[config.mk]
export PLATFORM = sky130hd
export DESIGN_NAME = btn_evt_decoder
export DESIGN_NICKNAME = d
export VERILOG_FILES = /design/src/rtl/btn_evt_decoder.sv
export SDC_FILE = /design/constraint.sdc
export NUM_CORES = 1
export LEC_CHECK = 0
export ABC_CLOCK_PERIOD_IN_PS = 3300
export CAP_MARGIN = 20
export CORE_MARGIN = 3
export CORE_UTILIZATION = 61
export CTS_CLUSTER_DIAMETER = 200
export DETAILED_ROUTE_END_ITERATION = 10
export DONT_BUFFER_PORTS = 1
export PLACE_DENSITY_LB_ADDON = 0.3
export SETUP_SLACK_MARGIN = 0.4
export SYNTH_ARGS = -nofsm -noshare
export SYNTH_HDL_FRONTEND = slang
export SYNTH_SLANG_ARGS = --single-unit
export TNS_END_PERCENT = 20
[constraint.sdc]
create_clock -name CLK -period 3.3 [get_ports CLK]
set_clock_uncertainty 0.05 [all_clocks]
set_input_delay 0.495 -clock CLK [delete_from_list [all_inputs] [get_ports CLK]]
set_output_delay 0.495 -clock CLK [all_outputs]
set_load 0.03 [all_outputs]
[src/rtl/btn_evt_decoder.sv]
// Button event queue: buffers scanner button codes in a small FIFO for a downstream consumer.
// Optional repeat suppression is built only when BTN_EVT_DEDUP_EN is defined.
module btn_evt_decoder #(
    parameter int unsigned FIFO_DEPTH   = 4,
    parameter int unsigned DEDUP_WINDOW = 1000
) (
    input  logic       CLK,
    input  logic       RESET,
    input  logic       BTN_CHANGE_FLAG,
    input  logic [1:0] WHICH_BTN_POSEDGE,
    output logic       EVT_VALID,
    output logic [1:0] EVT_CODE,
    output logic [3:0] EVT_ONEHOT,
    input  logic       EVT_READY,
    output logic [3:0] FIFO_LEVEL,
    output logic [7:0] OVERFLOW_CNT
);

    localparam int unsigned PtrW = $clog2(FIFO_DEPTH);

    logic [1:0]      mem_q [FIFO_DEPTH];
    logic [PtrW-1:0] wr_ptr_q, wr_ptr_d;
    logic [PtrW-1:0] rd_ptr_q, rd_ptr_d;
    logic [3:0]      level_q, level_d;
    logic [7:0]      ovf_q, ovf_d;

    logic not_empty, full, pop, dup, accept, drop;

    assign not_empty = (level_q != 4'd0);
    assign full      = (level_q == 4'(FIFO_DEPTH));
    assign pop       = not_empty && EVT_READY;
    // A pop in the same cycle frees the slot, so a push on a full queue still lands.
    assign accept    = BTN_CHANGE_FLAG && !dup && (!full || pop);
    assign drop      = BTN_CHANGE_FLAG && !dup && full && !pop;

`ifdef BTN_EVT_DEDUP_EN
    logic [1:0]  last_code_q, last_code_d;
    logic        have_last_q, have_last_d;
    logic [15:0] win_cnt_q, win_cnt_d;

    assign dup = have_last_q && (WHICH_BTN_POSEDGE == last_code_q)
                 && (win_cnt_q < 16'(DEDUP_WINDOW));

    always_comb begin
        last_code_d = last_code_q;
        have_last_d = have_last_q;
        win_cnt_d   = win_cnt_q;
        if (win_cnt_q < 16'(DEDUP_WINDOW)) begin
            win_cnt_d = win_cnt_q + 16'd1;
        end
        // Counter holds k exactly k cycles after the accepting edge.
        if (accept) begin
            last_code_d = WHICH_BTN_POSEDGE;
            have_last_d = 1'b1;
            win_cnt_d   = 16'd1;
        end
    end

    always_ff @(posedge CLK) begin
        if (RESET) begin
            last_code_q <= 2'd0;
            have_last_q <= 1'b0;
            win_cnt_q   <= 16'd0;
        end else begin
            last_code_q <= last_code_d;
            have_last_q <= have_last_d;
            win_cnt_q   <= win_cnt_d;
        end
    end
`else
    logic unused_dedup_window;
    assign unused_dedup_window = (DEDUP_WINDOW != 0);
    assign dup = 1'b0;
`endif

    always_comb begin
        wr_ptr_d = wr_ptr_q;
        rd_ptr_d = rd_ptr_q;
        level_d  = level_q;
        ovf_d    = ovf_q;
        if (accept) begin
            wr_ptr_d = wr_ptr_q + 1'b1;
        end
        if (pop) begin
            rd_ptr_d = rd_ptr_q + 1'b1;
        end
        if (accept && !pop) begin
            level_d = level_q + 4'd1;
        end else if (pop && !accept) begin
            level_d = level_q - 4'd1;
        end
        if (drop && ovf_q != 8'hFF) begin
            ovf_d = ovf_q + 8'd1;
        end
    end

    always_ff @(posedge CLK) begin
        if (RESET) begin
            wr_ptr_q <= '0;
            rd_ptr_q <= '0;
            level_q  <= 4'd0;
            ovf_q    <= 8'd0;
        end else begin
            wr_ptr_q <= wr_ptr_d;
            rd_ptr_q <= rd_ptr_d;
            level_q  <= level_d;
            ovf_q    <= ovf_d;
        end
    end

    // Storage is never reset; the outputs mask it whenever the queue is empty.
    always_ff @(posedge CLK) begin
        if (accept && !RESET) begin
            mem_q[wr_ptr_q] <= WHICH_BTN_POSEDGE;
        end
    end

    always_comb begin
        EVT_VALID  = not_empty;
        EVT_CODE   = 2'd0;
        EVT_ONEHOT = 4'b0000;
        if (not_empty) begin
            EVT_CODE   = mem_q[rd_ptr_q];
            EVT_ONEHOT = 4'b0001 << mem_q[rd_ptr_q];
        end
    end

    assign FIFO_LEVEL   = level_q;
    assign OVERFLOW_CNT = ovf_q;

endmodule

==> results by group, run 1 <==
Yosys
  – Seq cells post-synth: 26
  – Syn Nets: 143
  – Yosys warns: 0
  – Cells after synthesis: 128
  – Mapped Area: 0.00130 mm²
  – Synth Area per Inst: 10.1 µm²
  – Cell variety after synth: 38
  – Seq/Total Area, Yosys: 46.3%

STA
  – Slew margin rel.: 58.8%
  – Worst Tran Pin Value: 0.616 ns
  – Fmax: 358 MHz
  – Period utilization: 84.7%
  – Final hold vios: 0
  – RSZ-0062 raised after global routing: true
  – Final TNS setup: 0 ns
  – Max-slew violation count: 0
  – Crit path time final: 2.79 ns
  – Final setup viols: 0

Global routing
  – Via count of the first global-routing pass: 917
  – Largest net degree at the start of global routing: 20
  – Global Route Usage Sum: 19.6%
  – Met2 Usage GRT: 33.3%
  – Global Route met1 Usage: 22.6%
  – Initial antenna violation count: 0
  – GRT met3 Usage: 6.30%
  – First-pass GRT wire length: 3910 µm
  – Global route hottest layer: met2
  – Remaining Overflow, GRT: 0

Power
  – Total power: 980 µW
  – Leakage power: 0.000490 µW
  – Worst vdd ir: 0.530 mV
  – PD cells: 725 mW/mm²

Place
  – Cell Area, Placed: 0.00132 mm²
  – Port Buffers: 0
  – Placed Cells: 151
  – DP HPWL: 1740 µm
  – GP Congestion: 0.733

Critical path
  – R2r setup slk: 0.54 ns
  – R2r worst-path depth: 9
  – Max stage delay on crit path: 0.65 ns
  – Worst setup endpoint: EVT_ONEHOT[2]
  – RR Startpoint: FIFO_LEVEL[3]$_SDFFE_PP0P_
  – Crit-path slowest cell: dfxtp_1
  – Crit. Startpoint: FIFO_LEVEL[3]$_SDFFE_PP0P_
  – Startpoint type of the worst setup path: flip-flop
  – Crit-path cells: or4_1 > buf_4 > and2_1 > nor2b_1
  – Crit. End Element: output pin
  – WP data arrival: 2.25 ns
  – Worst R2R End: FIFO_LEVEL[3]$_SDFFE_PP0P_
  – WP data required: 2.75 ns
  – Critical-path maximum fanout: 6
  – Critical path type: reg2out

Die
  – Std cell rows: 16
  – Boundary Pins: 25
  – Core box area: 0.00198 mm²
  – Die width: 52.1 µm
  – Die Area: 0.00272 mm²
  – Initial Util: 65.5%
  – Die H: 52.1 µm

Clocking
  – Clk sink count: 26
  – CTS max path bufs: 2
  – Clock Root Buffer: clkbuf_4
  – Inserted Clock Buffers: 3
  – Reg clk slew, reported paths: 0.13 ns
  – H-tree depth: 1
  – Clock latency on the worst-skew pair: 0.31 ns
  – Hold_buf cts: 0
  – Postcts setup bufs: 0
  – CTS tree: built

Routing
  – Drt drc: 0
  – Via Count: 930
  – Drt via density: 6.00
  – Final wirelength: 2350 µm
  – Drt pass-1 iters: 4
  – DR iter-0 viols: 16
  – Drt wl/cell: 15.1 µm
  – Post-route ant nets: 0

Layout
  – Layout cells sized above 1: 10.2%
  – Fin area: 0.00135 mm²
  – Most frequent cells in the layout: dfxtp_1 (15), nor2_1 (15), a21oi_1 (9)
  – Layout area overhead: 4.24%
  – Non-Filler Instances: 155
  – Fin util: 68.2%
  – Fillers: 156
  – Layout Nets: 144
  – Register area: 604 µm²
  – Footprint of the multi-input gates: 643 µm²
  – Diode count: 0

Hold path
  – Min-delay src: RESET
  – HP Class: in2reg

Job
  – Max_cap viols: 0

Status
  – Outcome: complete, no violations
==> routing by layer <==
layer  up-vias  routed length, µm
met5         -                  0
met4         0                 22
met3         4                208
met2        36               1080
met1       427               1030
li1        463                  -
==> cell usage after synthesis <==
master	n	area (µm²)
xor2_1	3	26.3
mux2_2	1	11.3
xnor2_1	2	17.5
clkbuf_1	4	15.0
nand4b_1	1	8.76
and2_1	5	31.3
nand3b_1	1	7.51
nand3_1	7	35.0
and3_1	1	6.26
inv_1	8	30.0
mux2i_1	2	20.0
o31ai_1	3	22.5
nor2b_1	2	12.5
o41ai_1	1	8.76
ha_1	8	100
o21ai_0	2	10.0
and4b_1	1	10.0
o31a_1	1	8.76
dfxtp_1	18	360
fa_1	1	20.0
a211oi_1	2	15.0
nor3_2	1	10.0
nor3_1	2	10.0
nand4_1	1	6.26
or3_1	1	6.26
edfxtp_1	8	240
nand2b_1	1	6.26
nor4_1	1	6.26
a31oi_1	1	6.26
a311oi_1	1	8.76
nand2_1	3	11.3
o41ai_2	1	16.3
buf_2	1	5.00
nor2_1	15	56.3
buf_1	1	3.75
mux4_2	2	45.0
a21oi_1	9	45.0
or4_1	5	37.5
==> worst min path at each step <==
stage	end	slack (ns)	cells after the start
6_report	FIFO_LEVEL[2]$_SDFFE_PP0P_	0.17	1
5_1_grt	FIFO_LEVEL[1]$_SDFFE_PP0P_	0.14	1
4_1_cts	OVERFLOW_CNT[1]$_SDFFE_PP0P_	0.16	1
3_5_place_dp	rd_ptr_q[0]$_SDFFE_PP0N_	0.47	2
3_3_place_gp	flip-flop	0.46	2
2_1_floorplan	flip-flop	0.43	2
==> where the power goes <==
group          total, µW  switching [µW]  internal [µW]
combinational        378             234            144
clock                132            87.6           44.2
sequential           471            92.8            378
total                980             414            566
==> worst max-delay path, delay by kind of cell, from the launching register on <==
family	cells	cell delay (ns)
and+or+nand+nor	3	1.08
DFF	1	0.65
buffers and inverters	1	0.19
==> cell families after synthesis <==
| logic type | count (synthesis) | share of synthesized area (%) |
|---|---|---|
| buffers and inverters | 14 | 4.15 |
| AOI/OAI and AO/OA | 21 | 10.9 |
| muxes | 5 | 5.88 |
| xor gates and xnor gates | 5 | 3.38 |
| and+or+nand+nor | 48 | 20.2 |
| adders and majority gates | 9 | 9.26 |
| DFF | 26 | 46.3 |
==> through the flow <==
stage	hold slack, ns	worst slack [ns]
2_1_floorplan	0.435	0.478
3_3_place_gp	0.459	0.587
3_5_place_dp	0.471	0.463
4_1_cts	0.162	0.409
5_1_grt	0.142	0.339
6_report	0.171	0.506
==> flip-flops by register name, summed over array words and instances (netlist names), named ones only <==
register and count:
wr_ptr_q 2, OVERFLOW_CNT 8, FIFO_LEVEL 4, mem_q 8, rd_ptr_q 2
==> final cells by class <==
| type | count | area share [%] |
|---|---|---|
| multi-input combinational | 88 | 47.5 |
| clock buffer | 3 | 1.67 |
| clock inverter | 1 | 0.278 |
| inverter | 8 | 2.22 |
| sequential | 26 | 44.7 |
| tap | 27 | 2.50 |
| timing repair buffer | 2 | 1.11 |
==> repair_timing <==
| item | 4_1_cts | 5_1_grt |
|---|---|---|
| endpoints found under the hold margin | 0 | 0 |
| gates resized for setup | 0 | 3 |
| setup endpoints to repair | 0 | 2 |
Power figures use the tool's default switching activity.
==> run 2, diff against run 1 <==
--- a/config.mk
+++ b/config.mk
@@ -5,7 +5,7 @@
 export SDC_FILE = /design/constraint.sdc
 export NUM_CORES = 1
 export LEC_CHECK = 0
-export ABC_CLOCK_PERIOD_IN_PS = 3300
+export ABC_CLOCK_PERIOD_IN_PS = 2600
 export CAP_MARGIN = 20
 export CORE_MARGIN = 3
 export CORE_UTILIZATION = 61
==> constraint.sdc (replaced) <==
create_clock -name CLK -period 2.6 [get_ports CLK]
set_clock_uncertainty 0.05 [all_clocks]
set_input_delay 0.39 -clock CLK [delete_from_list [all_inputs] [get_ports CLK]]
set_output_delay 0.39 -clock CLK [all_outputs]
set_load 0.03 [all_outputs]
==> run 2 against run 1 <==
  * Sequential power increased by 18%
  * Clock power increased by 110%
  * Combinational power increased by 97%
  * Clock-buffer cell count unchanged
  * Via count increased by 8.6%
  * Die area unchanged
  * Non-clock buffer count increased by 12
  * Worst hold slack got worse by 0.10 ns
  * Power increased by 61%
  * Worst setup slack got worse by 0.31 ns
==> results by group, run 2 (synthesis results as in run 1) <==
Place
  – Port Buffers: 0 (unchanged)
  – DP HPWL: 1800 µm (+3.6%)
  – Placed Cells: 158 (+4.6%)
  – Cell Area, Placed: 0.00142 mm² (+7.7%)
  – GP Congestion: 0.752 (+2.7%)
  – Setup Slack @ Placement: 0.206 ns (-0.258 ns)

STA
  – RSZ-0062 raised after global routing: true
  – Fmax: 416 MHz
  – Post-route setup slack: 0.197 ns (-0.308 ns)
  – Final setup viols: 0 (unchanged)
  – Period utilization: 92.4%
  – Slew margin rel.: 63.5% (+4.8 points)
  – Crit path time final: 2.40 ns
  – Final hold vios: 0 (unchanged)
  – Max-slew violation count: 0 (unchanged)
  – Final TNS setup: 0 ns (unchanged)
  – Worst Tran Pin Value: 0.545 ns (-0.0712 ns)

Global routing
  – GRT met3 Usage: 4.30% (-2.0 points)
  – Met2 Usage GRT: 37.4% (+4.2 points)
  – Largest net degree at the start of global routing: 20 (unchanged)
  – Via count of the first global-routing pass: 1019 (+11%)
  – Global Route Usage Sum: 21.1% (+1.5 points)
  – Remaining Overflow, GRT: 0 (unchanged)
  – Initial antenna violation count: 0 (unchanged)
  – First-pass GRT wire length: 4340 µm (+11%)
  – Global route hottest layer: met2
  – Global Route met1 Usage: 25.2% (+2.6 points)

Layout
  – Layout area overhead: 19.7%
  – Non-Filler Instances: 167 (+7.7%)
  – Most frequent cells in the layout: nor2_1 (15), dfxtp_1 (14), buf_4 (13)
  – Fin area: 0.00155 mm² (+15%)
  – Commonest non-fill, non-tap cell in the layout: nor2_1
  – Layout cells sized above 1: 26.4% (+16 points)
  – Diode count: 0 (unchanged)
  – Layout Nets: 156 (+8.3%)
  – Fillers: 126 (-19%)

Clocking
  – Clock Root Buffer: clkbuf_4
  – Inserted Clock Buffers: 3 (unchanged)
  – Clk sink count: 26 (unchanged)
  – Clock latency on the worst-skew pair: 0.31 ns (about the same)
  – CTS tree: built
  – CTS max path bufs: 2 (unchanged)
  – Reg clk slew, reported paths: 0.14 ns (about the same)
  – H-tree depth: 1 (unchanged)

Critical path
  – WP data arrival: 2.57 ns (+0.32 ns)
  – RR Startpoint: FIFO_LEVEL[2]$_SDFFE_PP0P_
  – R2r setup slk: 0.20 ns (-0.34 ns)
  – WP data required: 2.77 ns (+0.02 ns)
  – Critical-path maximum fanout: 4 (-2)
  – Worst R2R End: FIFO_LEVEL[3]$_SDFFE_PP0P_
  – Startpoint type of the worst setup path: flip-flop
  – R2r worst-path depth: 10 (+1)
  – Critical path type: reg2reg
  – Crit. End Element: flip-flop

Hold path
  – HP Class: in2reg
  – Min-delay src: RESET
  – Hold Crit Depth: 1 (unchanged)
  – Hold Path Sink: OVERFLOW_CNT[2]$_SDFFE_PP0P_

Job
  – Max_cap viols: 0 (unchanged)

Power
  – PD cells: 1010 mW/mm² (+40%)
  – Leakage power: 0.000573 µW (+17%)
  – Worst vdd ir: 0.757 mV (+43%)

Routing
  – Final wirelength: 2720 µm (+16%)
  – Drt wl/cell: 16.3 µm (+7.7%)
  – Post-route ant nets: 0 (unchanged)
  – Via Count: 1010 (+8.6%)
  – Drt drc: 0 (unchanged)
  – DR iter-0 viols: 9 (-7)
  – Drt via density: 6.05 (+0.80%)
  – Drt pass-1 iters: 4 (unchanged)

Die
  – Die width: 52.1 µm (unchanged)
  – Die Area: 0.00272 mm² (unchanged)
  – Initial Util: 65.5% (unchanged)
  – Boundary Pins: 25 (unchanged)
  – Core box area: 0.00198 mm² (unchanged)
  – Std cell rows: 16 (unchanged)
  – Die H: 52.1 µm (unchanged)

Status
  – Outcome: complete, no violations
==> run 2: cell count changes in the layout (fill, tap and decap cells not counted), moves of 2 or more <==
| cell | before | now |
|---|---|---|
| buf_4 | 2 | 13 |
| ha_1 | 8 | 5 |
| dfxtp_4 | 0 | 2 |
| ha_4 | 0 | 2 |
| inv_1 | 8 | 6 |
==> run 2: layer usage <==
| layer | vias to the layer above | wire length (µm) |
|---|---|---|
| met2 | 31 | 1380 |
| met4 | 0 | 40 |
| met1 | 488 | 1160 |
| met3 | 4 | 137 |
| met5 | - | 0 |
| li1 | 487 | - |
==> run 2: worst max path at each step <==
stage	from	end	slack, ns	depth (start not counted)
global route	FIFO_LEVEL[2]$_SDFFE_PP0P_	FIFO_LEVEL[3]$_SDFFE_PP0P_	0.15	10
detailed placement	FIFO_LEVEL[3]$_SDFFE_PP0P_	FIFO_LEVEL[3]$_SDFFE_PP0P_	0.21	9
floorplan	FIFO_LEVEL[0]$_SDFFE_PP0P_	FIFO_LEVEL[3]$_SDFFE_PP0P_	0.16	10
CTS	FIFO_LEVEL[0]$_SDFFE_PP0P_	FIFO_LEVEL[3]$_SDFFE_PP0P_	0.27	9
finish	FIFO_LEVEL[2]$_SDFFE_PP0P_	FIFO_LEVEL[3]$_SDFFE_PP0P_	0.20	10
global placement	FIFO_LEVEL[3]$_SDFFE_PP0P_	FIFO_LEVEL[3]$_SDFFE_PP0P_	0.26	9
==> run 2: cell type report <==
class	instances	area [µm²]	share of cell area, %
Clock buffer	3	22.5	1.45
Clock inverter	1	30.0	1.93
Inverter	8	32.5	2.10
Multi-Input combinational cell	88	714	46.0
Sequential cell	26	611	39.3
Tap cell	27	33.8	2.18
Timing Repair Buffer	14	109	7.01
==> run 2: critical path, cell delays in order (launching register included) <==
cell	delay (ns)
dfxtp_2	0.39
nand2b_1	0.13
o41ai_4	0.39
inv_2	0.09
ha_4	0.18
inv_4	0.07
ha_4	0.21
a21oi_4	0.17
a211oi_2	0.09
a31oi_1	0.19
mux2_2	0.35
==> run 2: what timing repair did <==
action | 4_1_cts | 5_1_grt
hold buffers | 0 | 0
setup endpoints to repair | 7 | 6
gates resized for setup | 6 | 2
hold endpoints to repair | 0 | 0
setup buffers | 4 | 1
pin swaps | 6 | 6
==> run 2: through the flow <==
step                total power [µW]  utilization, %  hold slack (ns)
finish                          1570            78.3           0.0692
global placement                1170            71.8            0.406
CTS                             1550            77.4           0.0620
floorplan                       1060               -            0.435
detailed placement              1200            71.8            0.409
global route                    1660            78.3           0.0380
==> run 2: report_power, final <==
group | switching, µW | internal [µW] | total (µW)
clock network | 117 | 156 | 273
registers | 71.5 | 484 | 556
logic | 429 | 316 | 745
